[config.mk]
export PLATFORM = sky130hd
export DESIGN_NAME = stim_seq
export DESIGN_NICKNAME = d
export VERILOG_FILES = /design/src/rtl/stim_seq_pkg.sv /design/src/rtl/stim_seq_mem.sv /design/src/rtl/stim_seq.sv
export SDC_FILE = /design/constraint.sdc
export NUM_CORES = 1
export LEC_CHECK = 0
export CORE_UTILIZATION = 59
export CTS_BUF_LIST = sky130_fd_sc_hd__clkbuf_16
export DETAILED_ROUTE_END_ITERATION = 10
export PLACE_DENSITY = 0.78
export SYNTH_ARGS = -nofsm -noshare
export SYNTH_HDL_FRONTEND = slang
export SYNTH_HIERARCHICAL = 1
export SYNTH_SLANG_ARGS = --single-unit
[constraint.sdc]
create_clock -name clk_p -period 3.6 [get_ports clk_p]
set_input_delay 0.72 -clock clk_p [delete_from_list [all_inputs] [get_ports clk_p]]
set_output_delay 0.72 -clock clk_p [all_outputs]
set_load 0.05 [all_outputs]
[src/rtl/stim_seq_pkg.sv]
// Shared types and constants for the stimulus player / response checker.
package stim_seq_pkg;

    typedef enum logic [1:0] {
        IDLE  = 2'd0,
        RUN   = 2'd1,
        DRAIN = 2'd2,
        DONE  = 2'd3
    } state_t;

    localparam int ERR_W = 16;
    localparam logic [ERR_W-1:0] ERR_MAX = '1;

endpackage

[src/rtl/stim_seq_mem.sv]
// Stimulus and expected-response vector stores: one shared write port, two async reads.
// Latency: writes visible the cycle after the strobe; reads are combinational.
module stim_seq_mem #(
    parameter int WIDTH = 8,
    parameter int DEPTH = 16,
    parameter int AW    = $clog2(DEPTH)
) (
    input  logic             clk,
    input  logic             wen,
    input  logic [AW-1:0]    waddr,
    input  logic [WIDTH-1:0] wstim,
    input  logic [WIDTH-1:0] wexp,
    input  logic [AW-1:0]    stim_addr,
    output logic [WIDTH-1:0] stim_rd,
    input  logic [AW-1:0]    exp_addr,
    output logic [WIDTH-1:0] exp_rd
);

    logic [WIDTH-1:0] stim_mem [DEPTH];
    logic [WIDTH-1:0] exp_mem  [DEPTH];

    always_ff @(posedge clk) begin
        if (wen) begin
            stim_mem[waddr] <= wstim;
            exp_mem[waddr]  <= wexp;
        end
    end

    assign stim_rd = stim_mem[stim_addr];
    assign exp_rd  = exp_mem[exp_addr];

endmodule

[src/rtl/stim_seq.sv]
// Stimulus player and in-order response checker with outstanding tracking and drain timeout.
// Issue is valid/ready, first word the cycle after start; responses are always accepted.
module stim_seq
    import stim_seq_pkg::*;
#(
    parameter int WIDTH   = 8,
    parameter int DEPTH   = 16,
    parameter int TIMEOUT = 256,
    localparam int AW     = $clog2(DEPTH)
) (
    input  logic             clk_p,
    input  logic             rst_n,
    input  logic             load_en,
    input  logic [AW-1:0]    load_addr,
    input  logic [WIDTH-1:0] load_stim,
    input  logic [WIDTH-1:0] load_exp,
    input  logic [AW:0]      cfg_len,
    input  logic             cfg_loop,
    input  logic             start,
    input  logic             abort,
    output logic [WIDTH-1:0] data_in,
    output logic             in_valid,
    input  logic             in_ready,
    input  logic [WIDTH-1:0] data_out,
    input  logic             out_valid,
    output logic             busy,
    output logic             done,
    output logic             pass,
    output logic             timeout,
    output logic [ERR_W-1:0] err_cnt
);

    localparam int TW = $clog2(TIMEOUT + 1);
    localparam logic [AW:0] ONE   = (AW+1)'(1);
    localparam logic [AW:0] FULL  = (AW+1)'(DEPTH);
    localparam logic [TW-1:0] IDLE_LAST = TW'(TIMEOUT - 1);

    state_t           state, state_nx;
    logic [AW:0]      len_q, outst;
    logic             loop_q;
    logic [AW-1:0]    iss_ptr, cmp_ptr;
    logic [ERR_W-1:0] err_q;
    logic [TW-1:0]    idle_cnt;
    logic             tmo_q;
    logic [WIDTH-1:0] stim_rd, exp_rd;

    logic active, issue, resp, spur, mism, err_inc;
    logic iss_last, cmp_last, tmo_hit, start_go;

    stim_seq_mem #(.WIDTH(WIDTH), .DEPTH(DEPTH), .AW(AW)) u_mem (
        .clk       (clk_p),
        .wen       (load_en && !active),
        .waddr     (load_addr),
        .wstim     (load_stim),
        .wexp      (load_exp),
        .stim_addr (iss_ptr),
        .stim_rd   (stim_rd),
        .exp_addr  (cmp_ptr),
        .exp_rd    (exp_rd)
    );

    assign active   = (state == RUN) || (state == DRAIN);
    assign in_valid = (state == RUN) && (outst < FULL);
    assign data_in  = in_valid ? stim_rd : '0;
    assign issue    = in_valid && in_ready;
    assign resp     = active && out_valid && (outst != '0);
    // Responses with nothing outstanding, or any response once DONE, are spurious.
    assign spur     = out_valid && ((active && outst == '0) || state == DONE);
    assign mism     = resp && (data_out != exp_rd);
    assign err_inc  = spur || mism;
    assign iss_last = ({1'b0, iss_ptr} == len_q - ONE);
    assign cmp_last = ({1'b0, cmp_ptr} == len_q - ONE);
    assign tmo_hit  = (state == DRAIN) && (outst != '0) && !out_valid && (idle_cnt == IDLE_LAST);
    assign start_go = (state == IDLE || state == DONE) && start && !abort;

    always_comb begin
        state_nx = state;
        case (state)
            IDLE: begin
                if (start_go) state_nx = (cfg_len == '0) ? DONE : RUN;
            end
            RUN: begin
                if (abort)                            state_nx = IDLE;
                else if (issue && iss_last && !loop_q) state_nx = DRAIN;
            end
            DRAIN: begin
                if (abort)                     state_nx = IDLE;
                else if (outst == '0 || tmo_hit) state_nx = DONE;
            end
            DONE: begin
                if (abort)         state_nx = IDLE;
                else if (start_go) state_nx = (cfg_len == '0) ? DONE : RUN;
            end
            default: state_nx = IDLE;
        endcase
    end

    always_ff @(posedge clk_p) begin
        if (!rst_n) begin
            state    <= IDLE;
            len_q    <= '0;
            loop_q   <= 1'b0;
            iss_ptr  <= '0;
            cmp_ptr  <= '0;
            outst    <= '0;
            err_q    <= '0;
            idle_cnt <= '0;
            tmo_q    <= 1'b0;
        end else begin
            state <= state_nx;
            if (start_go) begin
                len_q   <= cfg_len;
                loop_q  <= cfg_loop;
                iss_ptr <= '0;
                cmp_ptr <= '0;
                outst   <= '0;
                err_q   <= '0;
                tmo_q   <= 1'b0;
            end else begin
                if (issue) iss_ptr <= iss_last ? '0 : iss_ptr + 1'b1;
                if (resp)  cmp_ptr <= cmp_last ? '0 : cmp_ptr + 1'b1;
                if (issue && !resp)      outst <= outst + ONE;
                else if (!issue && resp) outst <= outst - ONE;
                if (err_inc && err_q != ERR_MAX) err_q <= err_q + 1'b1;
                if (tmo_hit && !abort) tmo_q <= 1'b1;
            end
            if (state != DRAIN || out_valid) idle_cnt <= '0;
            else                             idle_cnt <= idle_cnt + 1'b1;
        end
    end

    assign busy    = active;
    assign done    = (state == DONE);
    assign pass    = done && (err_q == '0) && !tmo_q;
    assign timeout = tmo_q;
    assign err_cnt = err_q;

endmodule

==> metrics.txt <==
status=finished, final reports clean; design area=14,770 µm²; Synth area leaders=edfxtp_1 (61%), dfxtp_1 (7.4%), mux4_2 (6.4%); GP Congestion=0.9250; XOR/XNOR Fraction of Synth Area=2.284%; drt total wl=26,890 µm; Pwr Total=7.421 mW; DRT Pass-1 Iters=5; Reg clk slew, reported paths=0.06 ns; final setup vio count=0; crit-path cells=inv_1 > ha_1 > nor4b_1 > nand4_1 > nor4_1 > clkdlybuf4s50_1; root buf cell=clkbuf_16; critical path arrival=2.66 ns; Worst setup EP type=output pin; Slew @ Worst Pin=0.8897 ns; sequential cell area fraction in the yosys report=68.18%; Die W=148.5 µm; setup_tns=0 ns; final hold vios=0; Detailed Place HPWL=16,690 µm; initial antenna violation count=0; Final Skew=0.01123 ns; Starting Density=60.20%; Rel. slew slack=40.14%; core area=21,020 µm²; Vias=7,255; CTS tree=done; Skew-Pair Late Insertion Delay=0.56 ns; post-cts resize count=0; DR iter-0 viols=479; WS Path Type=flip-flop to output pin; CP bufs+invs=2; Peak Freq=295.4 MHz; post-synthesis compound-gate area fraction=4.983%; Clock Path Buffers=3; Num Clock Sinks=303; final slew viol count=0; leakage power figure=4.804 nW; Chip Height=148.5 µm; ys flop type=edfxtp_1; port bufs=69; Layout Nets=912; Final period util=94.03%; placed cell areas=13,770 µm²; Area growth syn-to-layout=16.70%; cts hold-fix bufs=0; PwrDens=502.5 nW/µm²; largest net degree at the start of global routing=37; Hold WC Path Type=flip-flop to flip-flop; number of synthesized flops with an enable pin=256; mux cell area share after synthesis=13.01%; Setup Buffers After CTS=0; Synth Warn #=6; post-synthesis simple-gate area fraction=7.702%; main combinational cell family by area after synthesis=multiplexers; count of cell types in the netlist=54; RSZ-0062 raised after global routing=no; filler cell count=1,284; post-synthesis async set-or-reset flop share=0%; CP max stage delay=0.85 ns; Routed Antenna Nets=0; tightest hold margin=0.4633 ns; worst vdd ir=0.0005436 V; area of the multi-input gates=3769 µm²; global route overflow=0; Worst path top cell family by delay=buffers and inverters; Synth area leader=edfxtp_1; total global-route track usage=25.21%; critical path startpoint category=flip-flop; cell area after synthesis=12,650 µm²; critical path peak fanout=5; Adder-Cell Fraction of Synth Area=1.641%; IO Pins=70; vias in the first global route=7,325; post-DR wirelength/cell=23.39 µm; first-pass GRT wire length=41,100 µm; Via density=6.309; DRC errors left=0; share of the synthesized area in the top cell type=60.75%; diode count=0; Num CTS Buffers=30; H-tree levels=1; Rows=53; Max Cap Violations=0; share of layout cells above drive strength 1=15.09%; Yosys reg bits=303; CP max stage cell=clkdlybuf4s50_1; Syn Inst Count=750; register area=8631 µm²; worst path required time=2.88 ns; post-synthesis net count=807; Post-Syn Area per Cell=16.87 µm²; die area=22,040 µm²; Period minus WS final=3.385 ns
-- cells in the mapped netlist (2+ instances only) --
cell and instances:
nor3b_1 2, o21a_1 2, ha_1 15, a31oi_1 2, nand3_1 12, and2b_1 2, nand2_1 36, o31ai_1 10
mux2i_1 10, mux4_1 28, buf_2 6, inv_1 15, nand4_1 11, and2_1 12, and4_1 3, nor4_1 8
a21oi_1 22, xor2_1 11, nand2b_1 7, buf_6 7, nor3_1 10, nand3b_1 3, or4_1 10, clkdlybuf4s25_2 6
nor2b_1 11, nor2_1 45, xnor2_1 22, o211ai_1 4, mux4_2 36, dfxtp_1 47, buf_1 2, or3_1 9
clkbuf_1 8, buf_4 2, edfxtp_1 256, o21ai_0 9, a22oi_1 32
-- cells by family after synthesis --
group / count (synthesis)
flip-flops: 303
buffers and inverters: 46
XOR/XNOR: 33
AO/OA/AOI/OAI: 92
multiplexers: 74
adder cells (fa/ha/maj): 16
AND/OR/NAND/NOR: 186
-- through the flow --
| stage | worst slack, ns | instances | utilization [%] |
|---|---|---|---|
| 4_1_cts | 0.1865 | 1150 | 70.25 |
| 2_1_floorplan | 0.3167 | 750 | - |
| 6_report | 0.2151 | 1150 | 70.25 |
| 3_5_place_dp | 0.3782 | 1098 | 65.51 |
| 5_1_grt | 0.08907 | 1150 | 70.25 |
| 3_3_place_gp | 0.4533 | 1098 | 65.51 |
-- layout by cell type (no fill, tap or decap), types with 10 or more instances in the layout --
cell and instances:
nand2_1 36, xor2_1 11, buf_4 40, inv_1 24
xnor2_1 22, or4_1 10, a21oi_1 22, ha_1 15
edfxtp_1 256, nand4_1 11, a22oi_1 32, o31ai_1 10
and2_1 12, mux4_1 28, clkdlybuf4s50_1 61, clkbuf_16 30
nor2b_1 11, nand3_1 12, mux2i_1 10, dfxtp_1 45
nor2_1 45, mux4_2 36
-- registers in the layout (all words and copies together) (netlist names) --
name,count
iss_ptr,4
err_cnt,16
loop_q,1
cmp_ptr,4
idle_cnt,9
outst,5
u_mem/stim_mem,128
timeout,1
len_q,5
state,2
u_mem/exp_mem,128
-- final timing paths --
check | slack [ns] | startpoint | cells past startpoint | to
hold / removal | 0.46 | idle_cnt[0]$_SDFF_PP0_ | 1 | idle_cnt[0]$_SDFF_PP0_
hold reg to reg | 0.46 | idle_cnt[0]$_SDFF_PP0_ | 1 | idle_cnt[0]$_SDFF_PP0_
setup reg to reg | 0.51 | cmp_ptr[0]$_SDFFE_PP0P_ | 10 | err_cnt[6]$_SDFFE_PP0P_
setup / recovery | 0.22 | err_cnt[0]$_SDFFE_PP0P_ | 6 | pass
-- worst reg2reg max path, cell delays in order, from the launching register on --
cell	delay (ns)
dfxtp_2	0.49
buf_4	0.28
mux4_1	0.61
a22oi_1	0.24
nand2_1	0.09
xnor2_1	0.13
nand4_1	0.20
o31ai_2	0.09
buf_4	0.20
or4_1	0.51
a21oi_1	0.17
-- per-layer routing --
| metal | routed length (µm) | global-route usage, % | part of all wire [%] |
|---|---|---|---|
| met1 | 10710 | 33.52 | 40 |
| met3 | 1684 | 3.497 | 6.3 |
| met4 | 564 | 7.990 | 2.1 |
| met5 | 0 | 0 | 0 |
| met2 | 13940 | 43.29 | 52 |
-- final cells by class --
cell class | count | share of cell area, %
Clock buffer | 30 | 5.083
Inverter | 15 | 0.3813
Multi-Input combinational cell | 401 | 25.52
Clock inverter | 22 | 1.669
Timing Repair Buffer | 104 | 6.575
Tap cell | 275 | 2.330
Sequential cell | 303 | 58.44
-- where the power goes --
group	internal, mW	switching [mW]
registers	3.85	0.0256
logic	0.182	0.242
clock network	1.86	1.25
Note: power is estimated with default switching activity, not from simulation.
